<file path="config.mk">
export PLATFORM = sky130hd
export DESIGN_NAME = mul_div_unit
export DESIGN_NICKNAME = d
export VERILOG_FILES = /design/src/rtl/mul_div_unit.sv
export SDC_FILE = /design/constraint.sdc
export NUM_CORES = 1
export LEC_CHECK = 0
export CAP_MARGIN = 20
export CORE_MARGIN = 1.5
export CORE_UTILIZATION = 60
export CTS_CLUSTER_DIAMETER = 50
export DETAILED_ROUTE_END_ITERATION = 10
export PLACE_DENSITY = 0.82
export SLEW_MARGIN = 30
export SYNTH_ARGS = -nofsm -noshare
export SYNTH_HDL_FRONTEND = slang
export SYNTH_SLANG_ARGS = --single-unit
</file>
<file path="constraint.sdc">
create_clock -name clk -period 7 [get_ports clk]
set_input_delay 2.1 -clock clk [delete_from_list [all_inputs] [get_ports clk]]
set_output_delay 2.1 -clock clk [all_outputs]
set_load 0.02 [all_outputs]
</file>
<file path="src/rtl/mul_div_unit.sv">
// Iterative MIPS multiply/divide unit with HI/LO registers (shift-add multiply, restoring divide).
// Define MDU_FAST_MUL_EN to perform MULT/MULTU in a single cycle; DIV/DIVU remain iterative.
module mul_div_unit #(
  parameter int WIDTH = 32
) (
  input  logic             clk,
  input  logic             rst,
  input  logic             start,
  input  logic [2:0]       op,
  input  logic [WIDTH-1:0] srca,
  input  logic [WIDTH-1:0] srcb,
  output logic             busy,
  output logic             done,
  output logic [WIDTH-1:0] hi,
  output logic [WIDTH-1:0] lo
);

  localparam int CW = $clog2(WIDTH) + 1;

  typedef enum logic [1:0] {IDLE, RUN, FIN} state_t;

  state_t             state_q, state_d;
  logic [CW-1:0]      cnt_q, cnt_d;
  logic               done_q, done_d;
  logic [WIDTH-1:0]   hi_q, hi_d, lo_q, lo_d;

  // {upper, lower} for multiply, {remainder, quotient} for divide
  logic [2*WIDTH-1:0] acc_q, acc_d;
  logic [WIDTH-1:0]   opnd_q, opnd_d;
  logic               is_div_q, is_div_d;
  logic               neg_lo_q, neg_lo_d;
  logic               neg_hi_q, neg_hi_d;
  logic               dz_q, dz_d;

  logic               sgn_a, sgn_b;
  logic [WIDTH-1:0]   mag_a, mag_b;
  logic [WIDTH:0]     mul_sum;
  logic [2*WIDTH-1:0] mul_step;
  logic [WIDTH:0]     div_shift, div_diff;
  logic [2*WIDTH-1:0] div_step, step;

`ifdef MDU_FAST_MUL_EN
  logic signed [2*WIDTH-1:0] fast_s;
  logic [2*WIDTH-1:0]        fast_u;
  assign fast_s = $signed({{WIDTH{srca[WIDTH-1]}}, srca}) * $signed({{WIDTH{srcb[WIDTH-1]}}, srcb});
  assign fast_u = {{WIDTH{1'b0}}, srca} * {{WIDTH{1'b0}}, srcb};
`endif

  function automatic logic [WIDTH-1:0] neg_w(input logic [WIDTH-1:0] v, input logic n);
    return n ? -v : v;
  endfunction

  function automatic logic [2*WIDTH-1:0] neg_2w(input logic [2*WIDTH-1:0] v, input logic n);
    return n ? -v : v;
  endfunction

  always_comb begin
    state_d  = state_q;
    cnt_d    = cnt_q;
    done_d   = 1'b0;
    hi_d     = hi_q;
    lo_d     = lo_q;
    acc_d    = acc_q;
    opnd_d   = opnd_q;
    is_div_d = is_div_q;
    neg_lo_d = neg_lo_q;
    neg_hi_d = neg_hi_q;
    dz_d     = dz_q;

    sgn_a = ~op[0] & srca[WIDTH-1];
    sgn_b = ~op[0] & srcb[WIDTH-1];
    mag_a = neg_w(srca, sgn_a);
    mag_b = neg_w(srcb, sgn_b);

    mul_sum   = {1'b0, acc_q[2*WIDTH-1:WIDTH]} + {1'b0, (acc_q[0] ? opnd_q : {WIDTH{1'b0}})};
    mul_step  = {mul_sum, acc_q[WIDTH-1:1]};
    // A borrow out of the trial subtraction means the shifted remainder is below the divisor
    div_shift = {acc_q[2*WIDTH-1:WIDTH], acc_q[WIDTH-1]};
    div_diff  = div_shift - {1'b0, opnd_q};
    div_step  = div_diff[WIDTH] ? {div_shift[WIDTH-1:0], acc_q[WIDTH-2:0], 1'b0}
                                : {div_diff[WIDTH-1:0], acc_q[WIDTH-2:0], 1'b1};
    step      = is_div_q ? div_step : mul_step;

    case (state_q)
      RUN: begin
        acc_d = step;
        cnt_d = cnt_q - CW'(1);
        // The last step and the HI/LO write share one edge, so FIN is the done cycle itself
        if (cnt_q == CW'(1)) begin
          state_d = FIN;
          done_d  = 1'b1;
          if (is_div_q) begin
            lo_d = dz_q ? {WIDTH{1'b1}} : neg_w(step[WIDTH-1:0], neg_lo_q);
            hi_d = neg_w(step[2*WIDTH-1:WIDTH], neg_hi_q);
          end else begin
            {hi_d, lo_d} = neg_2w(step, neg_lo_q);
          end
        end
      end
      default: begin
        state_d = IDLE;
        if (start) begin
          if (!op[2]) begin
`ifdef MDU_FAST_MUL_EN
            if (!op[1]) begin
              {hi_d, lo_d} = op[0] ? fast_u : fast_s;
              done_d       = 1'b1;
            end else
`endif
            begin
              is_div_d = op[1];
              acc_d    = op[1] ? {{WIDTH{1'b0}}, mag_a} : {{WIDTH{1'b0}}, mag_b};
              opnd_d   = op[1] ? mag_b : mag_a;
              neg_lo_d = sgn_a ^ sgn_b;
              neg_hi_d = sgn_a;
              dz_d     = (srcb == {WIDTH{1'b0}});
              state_d  = RUN;
              cnt_d    = CW'(WIDTH);
            end
          end else if (!op[1]) begin
            done_d = 1'b1;
            if (op[0]) lo_d = srca;
            else       hi_d = srca;
          end
        end
      end
    endcase
  end

  always_ff @(posedge clk or posedge rst) begin
    if (rst) begin
      state_q <= IDLE;
      cnt_q   <= '0;
      done_q  <= 1'b0;
      hi_q    <= '0;
      lo_q    <= '0;
    end else begin
      state_q <= state_d;
      cnt_q   <= cnt_d;
      done_q  <= done_d;
      hi_q    <= hi_d;
      lo_q    <= lo_d;
    end
  end

  always_ff @(posedge clk) begin
    acc_q    <= acc_d;
    opnd_q   <= opnd_d;
    is_div_q <= is_div_d;
    neg_lo_q <= neg_lo_d;
    neg_hi_q <= neg_hi_d;
    dz_q     <= dz_d;
  end

  assign busy = (state_q == RUN);
  assign done = done_q;
  assign hi   = hi_q;
  assign lo   = lo_q;

endmodule

</file>
### Word-level counts from Yosys, hierarchy flattened

Index checks and enable logic that the tools add are counted.

| storage, ports and cells | value |
|---|---|
| logic and storage cells | 79 |
| register bits after elaboration | 173 |
| input port bits | 70 |

| operators by class | value |
|---|---|
| add/subtract/negate cells | 8 |
| equal/unequal tests | 6 |
| reductions and logical operators | 8 |
| mux-type cells | 40 |
| bitwise operators | 6 |

Operators by type and width:

| operator | count |
|---|---|
| 2-to-1 mux 32 bit | 22 |
| 2-to-1 mux 64 bit | 6 |
| negation 32 bit | 4 |
| negation 64 bit | 1 |
| adder 32 x 32 -> 33 bit | 1 |
| subtractor 33 x 32 -> 33 bit | 1 |
| zero test 32 bit | 1 |
| 2-to-1 mux 6 bit | 3 |
| AND reduction 5 bit | 2 |
| inequality test 2 x 1 -> 1 bit, second input constant | 4 |
| 2-to-1 mux 1 bit | 7 |
| equality test 6 x 1 -> 1 bit, second input constant | 1 |
| nonzero test 2 bit | 3 |
| subtractor 6 x 1 -> 6 bit, second input constant | 1 |
| 2-to-1 mux 2 bit | 2 |
| NOT 1 bit | 3 |
| AND reduction 3 bit | 1 |
| bitwise AND 1 bit | 2 |
| equality test 2 x 1 -> 1 bit, second input constant | 1 |
| AND reduction 2 bit | 1 |
| bitwise XOR 1 bit | 1 |

### Logic depth before layout (Yosys ltp)

| depth | value |
|---|---|
| word-level depth | 9 |
| depth in mapped cells | 24 |

### Worst setup path after synthesis

No wires, ideal clock.

| path | value |
|---|---|
| path type | input port to flip-flop |
| from | in srca[4] |
| to | reg acc_q[30] (data pin) |
| slack | 1.961 ns |
| cell stages on the path | 12 |
| arrival | 4.759 ns |
| setup time | 0.280 ns |
| buffers on the path | 0 |
| data required time | 6.720 ns |
| path through | nor3_1 -> nand2b_1 -> nor3_1 -> nand2_1 -> or4_1 -> nor4_1 -> nand2_1 -> o41ai_1 -> o21ai_0 -> xor2_1 -> a211oi_1 -> a21oi_1 |

| on the way | value |
|---|---|
| word-level cells in the longest chain between the ends | 6 |

Ends and longest elaborated chain:

| item | line | source |
|---|---|---|
| from (decl) | 10 | `input logic [WIDTH-1:0] srca,` |
| negation 32 bit | 50 | `return n ? -v : v;` |
| 2-to-1 mux 32 bit | 50 |  |
| 2-to-1 mux 32 bit | 112 | `acc_d = op[1] ? {{WIDTH{1'b0}}, mag_a} : {{WIDTH{1'b0}}, mag_b};` |
| 2-to-1 mux 64 bit | 103 | `if (!op[2]) begin` |
| 2-to-1 mux 64 bit | 102 | `if (start) begin` |
| 2-to-1 mux 64 bit | 84 | `case (state_q)` |
| via acc_d[30] | 28 | `logic [2*WIDTH-1:0] acc_q, acc_d;` |
| to (signal assigned) | 147 | `acc_q <= acc_d;` |
| to (decl) | 28 |  |

The timed path passes the listed nets, and every way through them passes these cells. The select of a mux whose other input is x is not followed.
A chain may end at the register's enable or synchronous reset.

### Worst setup path in the final report

| path | value |
|---|---|
| from | reg opnd_q[29] |
| to | reg hi_q[14], in the netlist hi[14] |

| on the way | value |
|---|---|
| word-level cells in the longest chain between the ends | 8 |

Ends and longest elaborated chain:

| item | line | source |
|---|---|---|
| from (decl) | 29 | `logic [WIDTH-1:0] opnd_q, opnd_d;` |
| from (signal assigned) | 148 | `opnd_q <= opnd_d;` |
| subtractor 33 x 32 -> 33 bit * | 79 | `div_diff = div_shift - {1'b0, opnd_q};` |
| 2-to-1 mux 64 bit * | 80 | `div_step = div_diff[WIDTH] ? {div_shift[WIDTH-1:0], acc_q[WIDTH-2:0], 1'b0}` |
| 2-to-1 mux 64 bit * | 82 | `step = is_div_q ? div_step : mul_step;` |
| negation 64 bit or negation 32 bit (tied branches) | 54, 50 |  |
| 2-to-1 mux 64 bit or 2-to-1 mux 32 bit (tied branches) | 54, 50 |  |
| 2-to-1 mux 32 bit * | 92 | `if (is_div_q) begin` |
| 2-to-1 mux 32 bit * | 89 | `if (cnt_q == CW'(1)) begin` |
| 2-to-1 mux 32 bit * | 84 |  |
| to (signal assigned) | 141 | `hi_q <= hi_d;` |
| to (decl) | 25 | `logic [WIDTH-1:0] hi_q, hi_d, lo_q, lo_d;` |

Mark *: on every way between the ends. The rest lies on a longest branch, timed or not. The select of a mux whose other input is x is not followed.

==> out/metrics.cfg <==
[sta]
finalSetupViolCount=0
worst_pin_slew_ns=1.00
fin_ws_ns=0.855
slew_headroom=0.332
post-route-period-util=0.878
hold_slack_ns=0.484
fmax_ghz=0.163
slew_violations=0
period_needed_ns=6.15
rsz0062_at_grt=no
tns_ns=0
clock_skew_ns=0.0222
final-hold-violation-count=0

[synth]
avgSynthCellArea_sq_um=8.19
syn-num-nets=2043
synth_top_area_cell=edfxtp_1
synth_area_sq_mm=0.0156
ys_ff_latch=173
yosysMostFrequentCell=nand2_1
synth_edf_count=100
yosys_warnings=0
yosys.cell_types.count=101
async_reset_ff_frac=0.422
synth_top_cell_area_share=0.193
synthTopCellsByArea=edfxtp_1 (19%), dfrtp_1 (12%), a21oi_1 (5.9%), ha_1 (5.6%), nand2_1 (5.5%)
syn_inst=1901
synth.yosys.seq_area_share=0.310
yosys-top-cells-count=nand2_1 (229), a21oi_1 (184), nor2_1 (159)
synth_ff_type=edfxtp_1

[power]
p_leak_nw=7.33
ir_drop_v=0.000284
p_total_mw=8.83
powerDensity_mw_per_mm2=496

[placed_design]
globalplace.congestion=1.01
dp.cells=2301
postPlaceCellArea_sq_mm=0.0172
dpl_worst_slack_ns=1.02
dp_hpwl_microns=40900
portBuffers=135

[routing]
post_drt_wl_per_cell_microns=23.5
ant_nets=0
finalWirelength_microns=54700
via_per_inst=6.67
dr.pass1.iters=6
drc=0
vias=15600
drt_iter0_drc=1814

[worst_setup_path]
worstPathRequired_ns=7.30
regToRegStartpoint=opnd_q[29]$_DFFE_PP_
crit_path_start_kind=flop
arrival_ns=6.45
rrSetupSlack_ns=0.85
setup.worst_path.end_class=flop
worstSetupStartpoint=opnd_q[29]$_DFFE_PP_
path_class=flop to flop
path_max_fanout=13

[floorplan]
die_area_sq_mm=0.0269
start_util=0.615
std_cell_rows=58
num_io_pins=136
fp.dieW_microns=164
core_area_sq_mm=0.0253
die_height_microns=164

[global_routing]
grtUsageMet2=0.648
grt_pass1_vias=15000
grt_use_met3=0.0838
grt_overflow=0
busiest_layer=met2
grtUsageTotal=0.407
grt_max_degree=76
grt_pass1_wl_microns=83000
grtUsageMet1=0.535
antenna_found_initial=5

[cells_and_area]
final_nets=2132
utilization=0.703
area_growth_pct=14.3
drive_above_1_share=0.0604
diodes=0
design_area_sq_mm=0.0178
layoutNonFillerInstCount=2333

[clock_network]
cts_resized=0
ctsLongestPathBuffers=2
root_buffer=clkbuf_16
clk_latency_ns=0.45
cts_tree=built
numCtsBuffers=17
cts_setup_buffers=0
cts.sinks=173
clk_pin_slew_ns=0.08
htree_levels=4
postCtsHoldBufs=0

[worst_hold_path]
hold_class=flop to flop
worstHoldStart=lo[27]$_DFFE_PP0P_

[run]
maxCapViolations=0

[run_status]
status=complete, no violations

==> layout make-up <==
class                           count  area, sq um
Clock buffer                       18          439
Fill cell                        2022         7530
Multi-Input combinational cell   1561        10100
Tap cell                          330          413
Sequential cell                   173         4830
Timing Repair Buffer              168         1600
Inverter                           69          262
Clock inverter                     14          171
==> layer usage <==
metal | wire (microns) | up-vias
met5 | 33 | -
met4 | 2460 | 6
met3 | 5760 | 184
met2 | 24500 | 921
met1 | 22000 | 7359
li1 | - | 7096
==> report_power, final <==
| part | switching, mW | internal (mW) | leakage [nW] |
|---|---|---|---|
| logic | 3.61 | 2.15 | 5.17 |
| clock network | 0.509 | 0.494 | 0.294 |
| registers | 0.417 | 1.65 | 1.86 |
| total | 4.53 | 4.30 | 7.33 |
==> critical path, cell delays in order (launching register included) <==
cell      delay (ns)
edfxtp_1        0.46
inv_1           0.07
ha_1            0.39
nand4_1         0.22
nor4b_2         0.45
a22o_1          0.20
or2_1           0.30
a22o_4          0.32
nor3_2          0.10
a21o_1          0.22
inv_1           0.06
ha_1            0.19
or3b_2          0.47
nor4_1          0.53
nor2b_1         0.24
nand4_1         0.22
nor2_1          0.24
nor2_1          0.14
nor4_1          0.50
nand2_1         0.13
o21ai_0         0.25
xor2_1          0.19
a21oi_1         0.09
==> layout by cell type, fill, tap and decap left out, types with 8 or more instances in the layout <==
cell             synthesis  routed
a31oi_1                 22      22
nor4_1                  13      13
xnor2_1                 76      76
a211oi_1                18      18
o22ai_1                 38      38
xor2_1                  97      97
mux2_2                   8       8
a21o_1                  19      19
dfrtp_1                 73      73
and3_1                  18      18
or4_1                   12      12
buf_4                    2      32
nand2_1                229     229
nand4_1                 15      15
a21oi_1                184     182
or3_1                   11      11
ha_1                    70      70
o41ai_1                  8       8
o31ai_1                 17      17
nand3_1                 26      26
and2_1                  51      51
nand2b_1                15      14
o21ai_0                149     149
mux2i_1                 76      76
clkbuf_16                0      17
clkdlybuf4s50_1          0     134
nor3_1                  60      60
inv_1                   67      64
o211ai_1                13      13
nor2_1                 159     158
nor2b_1                 15      15
edfxtp_1               100     100
==> state kept, by name (all words and copies together) (netlist names) <==
signal	count
lo	32
opnd_q	32
dz_q	1
neg_hi_q	1
hi	32
acc_q	64
done	1
cnt_q	6
is_div_q	1
state_q	2
neg_lo_q	1
==> logic make-up (layout without fill, tap and decap cells) <==
family                     after synthesis  after routing  share of synthesized area
AOI/OAI and AO/OA                      560            560                      0.225
buffers and inverters                  167            269                     0.0440
and+or+nand+nor                        672            672                      0.210
DFF                                    173            173                      0.310
xor gates and xnor gates               173            173                     0.0973
muxes                                   84             84                     0.0547
adders and majority gates               72             72                     0.0588
==> path summary, 6_finish.rpt <==
kind                                        end  depth (start not counted)
min                          lo[27]$_DFFE_PP0P_                          2
min in group asynchronous    lo[31]$_DFFE_PP0P_                          3
max in group asynchronous  cnt_q[1]$_DFFE_PP0P_                          3
max                          hi[14]$_DFFE_PP0P_                         22
min reg2reg                  lo[27]$_DFFE_PP0P_                          2
max reg2reg                  hi[14]$_DFFE_PP0P_                         22
Note: power is estimated with default switching activity, not from simulation.
